**config.mk**
```make
export PLATFORM = sky130hd
export DESIGN_NAME = mac_rx_read_ctrl
export DESIGN_NICKNAME = d
export VERILOG_FILES = /design/src/rtl/mac_rx_pkg.sv /design/src/rtl/mac_rx_desc_fifo.sv /design/src/rtl/mac_rx_read_ctrl.sv
export SDC_FILE = /design/constraint.sdc
export NUM_CORES = 1
export LEC_CHECK = 0
export CORE_UTILIZATION = 35
export CTS_CLUSTER_DIAMETER = 120
export CTS_CLUSTER_SIZE = 16
export DETAILED_ROUTE_END_ITERATION = 8
export GPL_TIMING_DRIVEN = 0
export SYNTH_ARGS = -nofsm -noshare
export SYNTH_HDL_FRONTEND = slang
export SYNTH_HIERARCHICAL = 1
export SYNTH_SLANG_ARGS = --single-unit
```
**constraint.sdc**
```tcl
create_clock -name mac_clk_i -period 4.09 [get_ports mac_clk_i]
set_input_delay 0.409 -clock mac_clk_i [delete_from_list [all_inputs] [get_ports mac_clk_i]]
set_output_delay 0.409 -clock mac_clk_i [all_outputs]
set_load 0.03 [all_outputs]
```
**src/rtl/mac_rx_pkg.sv**
```systemverilog
// Shared types for the MAC receive read controller: FSM states, descriptor layout
// and word size. Descriptor address is carried as 16 bits; the top uses ADDR_W of them.
package mac_rx_pkg;

  localparam int BYTES_PER_WORD = 4;

  typedef enum logic [1:0] {
    IDLE,
    REQ,
    DATA,
    DROP
  } rx_state_e;

  typedef struct packed {
    logic [15:0] addr;
    logic [15:0] len;
  } rx_desc_t;

endpackage

```
**src/rtl/mac_rx_desc_fifo.sv**
```systemverilog
// Descriptor FIFO with a registered head: an entry pushed at one edge becomes
// visible on valid_o one edge later. DEPTH counts all entries, head included.
module mac_rx_desc_fifo
  import mac_rx_pkg::*;
#(
  parameter int DEPTH = 8
) (
  input  logic     clk_i,
  input  logic     rst_n_i,
  input  logic     push_i,
  input  rx_desc_t push_data_i,
  input  logic     pop_i,
  output logic     valid_o,
  output rx_desc_t data_o,
  output logic     full_o,
  output logic     empty_o
);

  localparam int PTR_W = (DEPTH > 1) ? $clog2(DEPTH) : 1;
  localparam logic [PTR_W:0] DEPTH_C = (PTR_W + 1)'(DEPTH);

  rx_desc_t         mem_q [DEPTH];
  logic [PTR_W-1:0] wr_ptr_q;
  logic [PTR_W-1:0] rd_ptr_q;
  logic [PTR_W:0]   mem_cnt_q;
  logic [PTR_W:0]   total;
  logic             valid_q;
  rx_desc_t         data_q;
  logic             pop;
  logic             push_ok;
  logic             load;

  assign pop     = pop_i & valid_q;
  assign total   = mem_cnt_q + {{PTR_W{1'b0}}, valid_q};
  assign full_o  = (total == DEPTH_C);
  assign empty_o = (total == '0);
  // A pop at the same edge frees the slot a full FIFO needs for the push.
  assign push_ok = push_i & (~full_o | pop);
  assign load    = (~valid_q | pop) & (mem_cnt_q != '0);
  assign valid_o = valid_q;
  assign data_o  = data_q;

  always_ff @(posedge clk_i) begin
    if (push_ok) begin
      mem_q[wr_ptr_q] <= push_data_i;
    end
  end

  always_ff @(posedge clk_i or negedge rst_n_i) begin
    if (!rst_n_i) begin
      wr_ptr_q  <= '0;
      rd_ptr_q  <= '0;
      mem_cnt_q <= '0;
      valid_q   <= 1'b0;
      data_q    <= '0;
    end else begin
      if (push_ok) begin
        wr_ptr_q <= wr_ptr_q + PTR_W'(1);
      end
      if (load) begin
        rd_ptr_q <= rd_ptr_q + PTR_W'(1);
        data_q   <= mem_q[rd_ptr_q];
        valid_q  <= 1'b1;
      end else if (pop) begin
        valid_q <= 1'b0;
      end
      mem_cnt_q <= mem_cnt_q + {{PTR_W{1'b0}}, push_ok} - {{PTR_W{1'b0}}, load};
    end
  end

endmodule

```
**src/rtl/mac_rx_read_ctrl.sv**
```systemverilog
// Pulls frames from the tri-mode MAC client into the packet RAM ring and queues
// one descriptor per good frame. Define MAC_RX_STATS_EN for packet/byte/drop counters.
module mac_rx_read_ctrl
  import mac_rx_pkg::*;
#(
  parameter int ADDR_W        = 12,
  parameter int MAX_PKT_WORDS = 512,
  parameter int DESC_DEPTH    = 8
) (
  input  logic              mac_clk_i,
  input  logic              mac_rst_n_i,
  input  logic [31:0]       mac_rxd_i,
  input  logic [1:0]        mac_ben_i,
  input  logic              mac_rxda_i,
  input  logic              mac_rxsop_i,
  input  logic              mac_rxeop_i,
  input  logic              mac_rxdv_i,
  output logic              mac_rxrqrd_o,
  input  logic              enable_i,
  output logic              buf_we_o,
  output logic [ADDR_W-1:0] buf_waddr_o,
  output logic [31:0]       buf_wdata_o,
  input  logic [ADDR_W:0]   buf_rd_ptr_i,
  output logic              desc_valid_o,
  input  logic              desc_ready_i,
  output logic [ADDR_W-1:0] desc_addr_o,
  output logic [15:0]       desc_len_o
`ifdef MAC_RX_STATS_EN
  ,
  output logic [31:0]       stat_pkt_cnt_o,
  output logic [31:0]       stat_byte_cnt_o,
  output logic [15:0]       stat_drop_cnt_o
`endif
);

  localparam int CNT_W = $clog2(MAX_PKT_WORDS + 1);
  localparam logic [ADDR_W:0] RING_WORDS = (ADDR_W + 1)'(2 ** ADDR_W);
  localparam logic [ADDR_W:0] MAX_WORDS  = (ADDR_W + 1)'(MAX_PKT_WORDS);
  localparam logic [CNT_W-1:0] MAX_CNT   = CNT_W'(MAX_PKT_WORDS);

  rx_state_e         state_q, state_d;
  logic [ADDR_W:0]   wr_ptr_q, wr_ptr_d;
  logic [ADDR_W:0]   start_ptr_q, start_ptr_d;
  logic [CNT_W-1:0]  word_cnt_q, word_cnt_d;
  logic              rqrd_q, rqrd_d;
  logic              we_q, we_d;
  logic [ADDR_W-1:0] waddr_q, waddr_d;
  logic [31:0]       wdata_q, wdata_d;

  logic [ADDR_W:0]   used;
  logic [ADDR_W:0]   free;
  logic [ADDR_W:0]   capture_base;
  logic              can_start;
  logic              push;
  rx_desc_t          push_desc;
  logic              drop_evt;
  logic              fifo_full;
  logic              fifo_empty;
  rx_desc_t          fifo_head;
  logic              unused_ok;

  assign used      = wr_ptr_q - buf_rd_ptr_i;
  assign free      = RING_WORDS - used;
  assign can_start = enable_i & mac_rxda_i & (free >= MAX_WORDS) & ~fifo_full;
  // A SOP seen mid-frame restarts capture at the aborted frame's start.
  assign capture_base = (state_q == DATA) ? start_ptr_q : wr_ptr_q;

  always_comb begin
    state_d     = state_q;
    wr_ptr_d    = wr_ptr_q;
    start_ptr_d = start_ptr_q;
    word_cnt_d  = word_cnt_q;
    we_d        = 1'b0;
    waddr_d     = waddr_q;
    wdata_d     = wdata_q;
    push        = 1'b0;
    push_desc   = '0;
    drop_evt    = 1'b0;

    case (state_q)
      IDLE: begin
        if (can_start) begin
          state_d = REQ;
        end
      end
      REQ, DATA: begin
        if (mac_rxdv_i && mac_rxsop_i) begin
          we_d        = 1'b1;
          waddr_d     = capture_base[ADDR_W-1:0];
          wdata_d     = mac_rxd_i;
          wr_ptr_d    = capture_base + (ADDR_W + 1)'(1);
          start_ptr_d = capture_base;
          word_cnt_d  = CNT_W'(1);
          drop_evt    = (state_q == DATA);
          if (mac_rxeop_i) begin
            push           = 1'b1;
            push_desc.addr = 16'(capture_base[ADDR_W-1:0]);
            push_desc.len  = 16'(mac_ben_i) + 16'd1;
            state_d        = IDLE;
          end else begin
            state_d = DATA;
          end
        end else if (mac_rxdv_i && (state_q == DATA)) begin
          if (word_cnt_q == MAX_CNT) begin
            wr_ptr_d = start_ptr_q;
            drop_evt = 1'b1;
            // An oversize word that is also EOP has nothing left to drain.
            state_d  = mac_rxeop_i ? IDLE : DROP;
          end else begin
            we_d       = 1'b1;
            waddr_d    = wr_ptr_q[ADDR_W-1:0];
            wdata_d    = mac_rxd_i;
            wr_ptr_d   = wr_ptr_q + (ADDR_W + 1)'(1);
            word_cnt_d = word_cnt_q + CNT_W'(1);
            if (mac_rxeop_i) begin
              push           = 1'b1;
              push_desc.addr = 16'(start_ptr_q[ADDR_W-1:0]);
              push_desc.len  = 16'(word_cnt_q) * 16'(BYTES_PER_WORD)
                             + 16'(mac_ben_i) + 16'd1;
              state_d        = IDLE;
            end
          end
        end
      end
      DROP: begin
        if (mac_rxdv_i && mac_rxeop_i) begin
          state_d = IDLE;
        end
      end
      default: state_d = IDLE;
    endcase

    rqrd_d = (state_d != IDLE);
  end

  always_ff @(posedge mac_clk_i or negedge mac_rst_n_i) begin
    if (!mac_rst_n_i) begin
      state_q     <= IDLE;
      wr_ptr_q    <= '0;
      start_ptr_q <= '0;
      word_cnt_q  <= '0;
      rqrd_q      <= 1'b0;
      we_q        <= 1'b0;
      waddr_q     <= '0;
      wdata_q     <= '0;
    end else begin
      state_q     <= state_d;
      wr_ptr_q    <= wr_ptr_d;
      start_ptr_q <= start_ptr_d;
      word_cnt_q  <= word_cnt_d;
      rqrd_q      <= rqrd_d;
      we_q        <= we_d;
      waddr_q     <= waddr_d;
      wdata_q     <= wdata_d;
    end
  end

  mac_rx_desc_fifo #(
    .DEPTH(DESC_DEPTH)
  ) u_desc_fifo (
    .clk_i      (mac_clk_i),
    .rst_n_i    (mac_rst_n_i),
    .push_i     (push),
    .push_data_i(push_desc),
    .pop_i      (desc_ready_i),
    .valid_o    (desc_valid_o),
    .data_o     (fifo_head),
    .full_o     (fifo_full),
    .empty_o    (fifo_empty)
  );

  assign mac_rxrqrd_o = rqrd_q;
  assign buf_we_o     = we_q;
  assign buf_waddr_o  = waddr_q;
  assign buf_wdata_o  = wdata_q;
  assign desc_addr_o  = fifo_head.addr[ADDR_W-1:0];
  assign desc_len_o   = fifo_head.len;
  assign unused_ok    = &{1'b0, fifo_empty, fifo_head};

`ifdef MAC_RX_STATS_EN
  logic [31:0] pkt_cnt_q;
  logic [31:0] byte_cnt_q;
  logic [15:0] drop_cnt_q;
  logic [32:0] byte_sum;

  assign byte_sum = {1'b0, byte_cnt_q} + {17'd0, push_desc.len};

  always_ff @(posedge mac_clk_i or negedge mac_rst_n_i) begin
    if (!mac_rst_n_i) begin
      pkt_cnt_q  <= '0;
      byte_cnt_q <= '0;
      drop_cnt_q <= '0;
    end else begin
      if (push && (pkt_cnt_q != '1)) begin
        pkt_cnt_q <= pkt_cnt_q + 32'd1;
      end
      if (push) begin
        byte_cnt_q <= byte_sum[32] ? '1 : byte_sum[31:0];
      end
      if (drop_evt && (drop_cnt_q != '1)) begin
        drop_cnt_q <= drop_cnt_q + 16'd1;
      end
    end
  end

  assign stat_pkt_cnt_o  = pkt_cnt_q;
  assign stat_byte_cnt_o = byte_cnt_q;
  assign stat_drop_cnt_o = drop_cnt_q;
`endif

endmodule

```
# After elaboration in Yosys (flattened, before gate mapping)
# Memory sizes are Yosys's and may differ from the RTL's. A register that Yosys moved wholly into a read port is not among the register bits.
# Cells that the tools add are included.
# op_classes
n_addsub	13
order_cmp	1
eq_ne	6
mux	41
n_bitwise	10
n_reduce_logical	13
# op_table
operator	n
32-bit 2-to-1 mux	5
28-bit 2-to-1 mux	4
13-bit 2-to-1 mux	4
12-bit 2-to-1 mux	3
10-bit 2-to-1 mux	3
13-bit by 1-bit adder with 13-bit output, second input constant	2
2-bit 2-to-1 mux	8
13-bit by 1-bit adder with 14-bit output, second input constant	1
12-bit by 2-bit adder with 13-bit output	1
13-bit by 10-bit >= comparator with 1-bit output, second input constant	1
1-bit 2-to-1 mux	13
13-bit subtractor	1
13-bit subtractor, first input constant	1
10-bit by 1-bit adder with 10-bit output, second input constant	1
10-bit equality test, second input constant	1
4-bit by 1-bit adder with 4-bit output	2
3-bit by 1-bit adder with 3-bit output, second input constant	2
1-bit AND	6
2-bit one-hot mux with 3 select lines	1
2-bit nonzero test	3
2-bit equality test, second input constant	2
4-bit equality test, second input constant	1
2-bit AND reduction	2
4-bit nonzero test	1
11 further kinds	15
# word_totals
register_bits	95
mem_bits_rw	256
inputBits	55
out_inout_bits	75
wordCells	97
mem_count	1
# mem_list
memory	depth	width	rd	rd_clocked_by_memory_dff	wr	line	text
u_desc_fifo.mem_q	8	32	1	1	1	mac_rx_desc_fifo.sv:22	rx_desc_t mem_q [DEPTH];

# Longest topological paths before layout
# depth
depth_word	8
ltp_mapped	15
mapped_depth_nobuf	14

# By module
# Netlist, hierarchy kept.
# by_module_without_submodules
module	instances	cells_each	area_per_inst_um2
mac_rx_desc_fifo	1	687	11702.5
mac_rx_read_ctrl	1	667	5472.7

# Least setup slack after synthesis
# OpenSTA, ideal clock, no wires.
# synth_path
path_kind	register to register
startpoint	register state_q[0]
endpoint	memory u_desc_fifo/mem_q[1][0] in the netlist's numbering, enable pin
setup_time_ns	0.461
t_arrival_ns	4.064
slack_ns	-0.435
stages_incl_launch_ff	11
n_path_buf	3
synth_period_minus_slack_ns	4.525
path_cell_list	dfrtp_1 > inv_1 > ha_1 > buf_4 > buf_4 > buf_2 > a21oi_1 > or2_2 > inv_1 > nand2_1 > nor3_1
# synth_via
elab_chain_len	8
elab_cells_between_ends	10
classes_between	2 x eq/ne; 5 x mux; 1 x bitwise; 2 x reduce/logical
# synth_lines
element	line	text
start, declared	mac_rx_read_ctrl.sv:41	rx_state_e state_q, state_d;
start signal, assigned	mac_rx_read_ctrl.sv:147	state_q <= state_d;
2-bit equality test	mac_rx_read_ctrl.sv:80, mac_rx_read_ctrl.sv:103	
1-bit logical AND	mac_rx_read_ctrl.sv:103	end else if (mac_rxdv_i && (state_q == DATA)) begin
1-bit 2-to-1 mux	mac_rx_read_ctrl.sv:103	
1-bit 2-to-1 mux	mac_rx_read_ctrl.sv:87	if (mac_rxdv_i && mac_rxsop_i) begin
1-bit 2-to-1 mux *	mac_rx_read_ctrl.sv:80	case (state_q)
net push	mac_rx_read_ctrl.sv:54	logic push;
1-bit AND *	mac_rx_desc_fifo.sv:38	assign push_ok = push_i & (~full_o | pop);
1-bit 2-to-1 mux *	mac_rx_desc_fifo.sv:44	if (push_ok) begin
1-bit 2-to-1 mux (not written as such) *	mac_rx_desc_fifo.sv:45	mem_q[wr_ptr_q] <= push_data_i;
end, declared	mac_rx_desc_fifo.sv:22	
# Mark *: on every way through the listed nets, which the timed path passes. The rest lies on a longest branch.

# Worst setup path in the final report
# layout_path
startpoint	register state_q[0]
endpoint	memory u_desc_fifo/mem_q[1][6] in the netlist's numbering, enable pin
# Same word-level chain as after synthesis.

==> results.py <==
metrics = {
    "routing": {
        "routed_wl_um": 39300,
        "antenna_left": 0,
        "wl_per_cell_um": 18.9,
        "vias_per_cell": 4.94,
        "drt_iter0_drc": 712,
        "drc": 0,
        "firstDrtPassIters": 5,
        "vias": 10260,
    },
    "power": {
        "p_seq_frac": 0.382,
        "p_leak_uw": 0.00755,
        "switchingPower_uw": 4830,
        "p_int_uw": 7650,
        "power_uw": 12500,
        "combPwrFrac": 0.430,
        "p_per_area_nw_per_um2": 658,
        "irDropWorstVdd_mv": 0.418,
        "swShare": 0.387,
        "power_frac_clock": 0.188,
    },
    "clocking": {
        "cts_resized": 0,
        "htree_levels": 1,
        "path_clk_slew_ps": 70,
        "cts_buffer_depth": 3,
        "root_buffer": "clkbuf_16",
        "hold_buffers": 1,
        "cts_buffers": 25,
        "post-cts-setup-buffers": 0,
        "cts.sinks": 347,
        "cts_tree": "built",
        "worstSkewPairLatency_ps": 580,
    },
    "placement": {
        "postPlaceCellArea_sq_um": 18300,
        "io_buffers": 128,
        "place_ws_ps": 344,
        "gp_congestion": 0.879,
        "dp.cells": 2033,
        "dp_hpwl_um": 27300,
    },
    "worst_setup_path": {
        "crit_path_start_kind": "register",
        "cp_data_required_time_ps": 4350,
        "path_max_fanout": 15,
        "worst-setup-path-type": "reg -> reg",
        "worst_setup_path_end_kind": "register",
        "arrival_ps": 3980,
    },
    "die": {
        "die_w_um": 215,
        "floorplan.initialDensity": 0.357,
        "rows": 77,
        "core_sq_um": 44400,
        "dieHeight_um": 215,
        "die_area_sq_um": 46100,
        "pin_count": 130,
    },
    "layout": {
        "finalNetCount": 1567,
        "postLayoutCoreUtil": 0.427,
        "drive_gt1_frac": 0.0774,
        "area_growth_pct": 19.9,
        "design_area_sq_um": 19000,
        "final_cells": 2079,
    },
    "grt": {
        "grt_pass1_vias": 10436,
        "grt_overflow": 0,
        "grt_antenna_before_repair": 0,
        "grt_first_pass_wirelength_um": 61300,
        "grt_max_degree": 93,
        "track_usage": 0.170,
    },
    "synthesis": {
        "postSynthCellCount": 1280,
        "synth_area_sq_um": 15800,
        "yosysWarnings": 6,
        "avgSynthCellArea_sq_um": 12.4,
    },
    "flow_run": {
        "cap_violations": 0,
    },
    "sta": {
        "fin_crit_sh": 0.911,
        "timing_hold_violations_final": 0,
        "setup_violations": 0,
        "slew_headroom": 0.357,
        "worst_slack_ps": 364,
        "slew_viol_final": 0,
        "fmax_mhz": 268,
        "min_period_ps": 3730,
        "tightest_slew_ps": 957,
        "skew_ps": 27.6,
        "grt_setup_unrepaired": "false",
    },
    "outcome": {
        "status": "completed",
    },
    "min_path": {
        "worstHoldPathType": "in -> async",
    },
}
==> cell type report <==
cell class                 count  area (sq um)
fill                        4098         25400
sequential                   347          9800
multi-input combinational    849          5570
timing repair buffer         139          1530
tap                          592           741
clock buffer                  42           689
buffer                        74           495
inverter                      33           124
clock inverter                 2          27.5
antenna                        1          2.50
==> worst paths after layout <==
check,startpoint,to,slack (ps),cells after the start
worst min-delay path,mac_rst_n_i,u_desc_fifo/data_o[22],310,2
worst max register to register,state_q[0],u_desc_fifo/mem_q[1][6],360,11
worst min register to register,buf_wdata_o[20],buf_wdata_o[20],460,2
min in group mac_clk_i,mac_rxdv_i,wr_ptr_q[3],370,4
worst max-delay path,state_q[0],u_desc_fifo/mem_q[1][6],360,11
max in group asynchronous,mac_rst_n_i,buf_wdata_o[24],2970,3
==> critical path: stages (launching register included) <==
cell	delay, ps
dfrtp_1	400
inv_1	80
ha_1	320
buf_4	250
buf_4	190
buf_2	270
a21oi_1	100
or2_2	330
inv_1	210
nand2_1	190
nor3_4	790
buf_8	270
==> state kept, by name, indices dropped and copies added, names as in the netlist <==
signal / cells
buf_waddr_o: 12
buf_wdata_o: 32
buf_we_o: 1
mac_rxrqrd_o: 1
start_ptr_q: 13
state_q: 2
u_desc_fifo/data_o: 28
u_desc_fifo/mem_cnt_q: 4
u_desc_fifo/mem_q: 224
u_desc_fifo/rd_ptr_q: 3
u_desc_fifo/valid_o: 1
u_desc_fifo/wr_ptr_q: 3
word_cnt_q: 10
wr_ptr_q: 13
==> layout by cell type, fill, tap and decap left out, types with 29 or more instances in the layout <==
cell,count
ha_1,41
o21ai_0,44
a21oi_1,37
inv_1,30
nand2_1,228
xnor2_1,29
dfrtp_1,123
clkbuf_1,44
mux2i_1,124
a22oi_1,63
nor2_1,55
edfxtp_1,224
nand3_1,42
clkdlybuf4s50_1,127
==> power groups by stage <==
stage,registers [uW],clock network (uW),logic (uW)
6_report,4770,2350,5370
3_5_place_dp,4840,0,5400
3_3_place_gp,4810,0,5290
4_1_cts,4770,2430,5430
2_1_floorplan,5450,0,2830
5_1_grt,4850,2530,5840
==> routing by layer <==
metal | up-vias | track usage | part of all wire
met5 | - | 0 | 0
met4 | 0 | 0.0288 | 0.013
met3 | 27 | 0.0259 | 0.053
met2 | 277 | 0.284 | 0.47
met1 | 5003 | 0.237 | 0.46
li1 | 4953 | - | -
==> metrics by stage <==
stage | hold slack [ps] | setup TNS [ps]
3_3_place_gp | 454 | -589910
6_report | 309 | 0
5_1_grt | 330 | 0
3_5_place_dp | 340 | 0
2_1_floorplan | 113 | 0
4_1_cts | 305 | 0
Power figures use the tool's default switching activity.
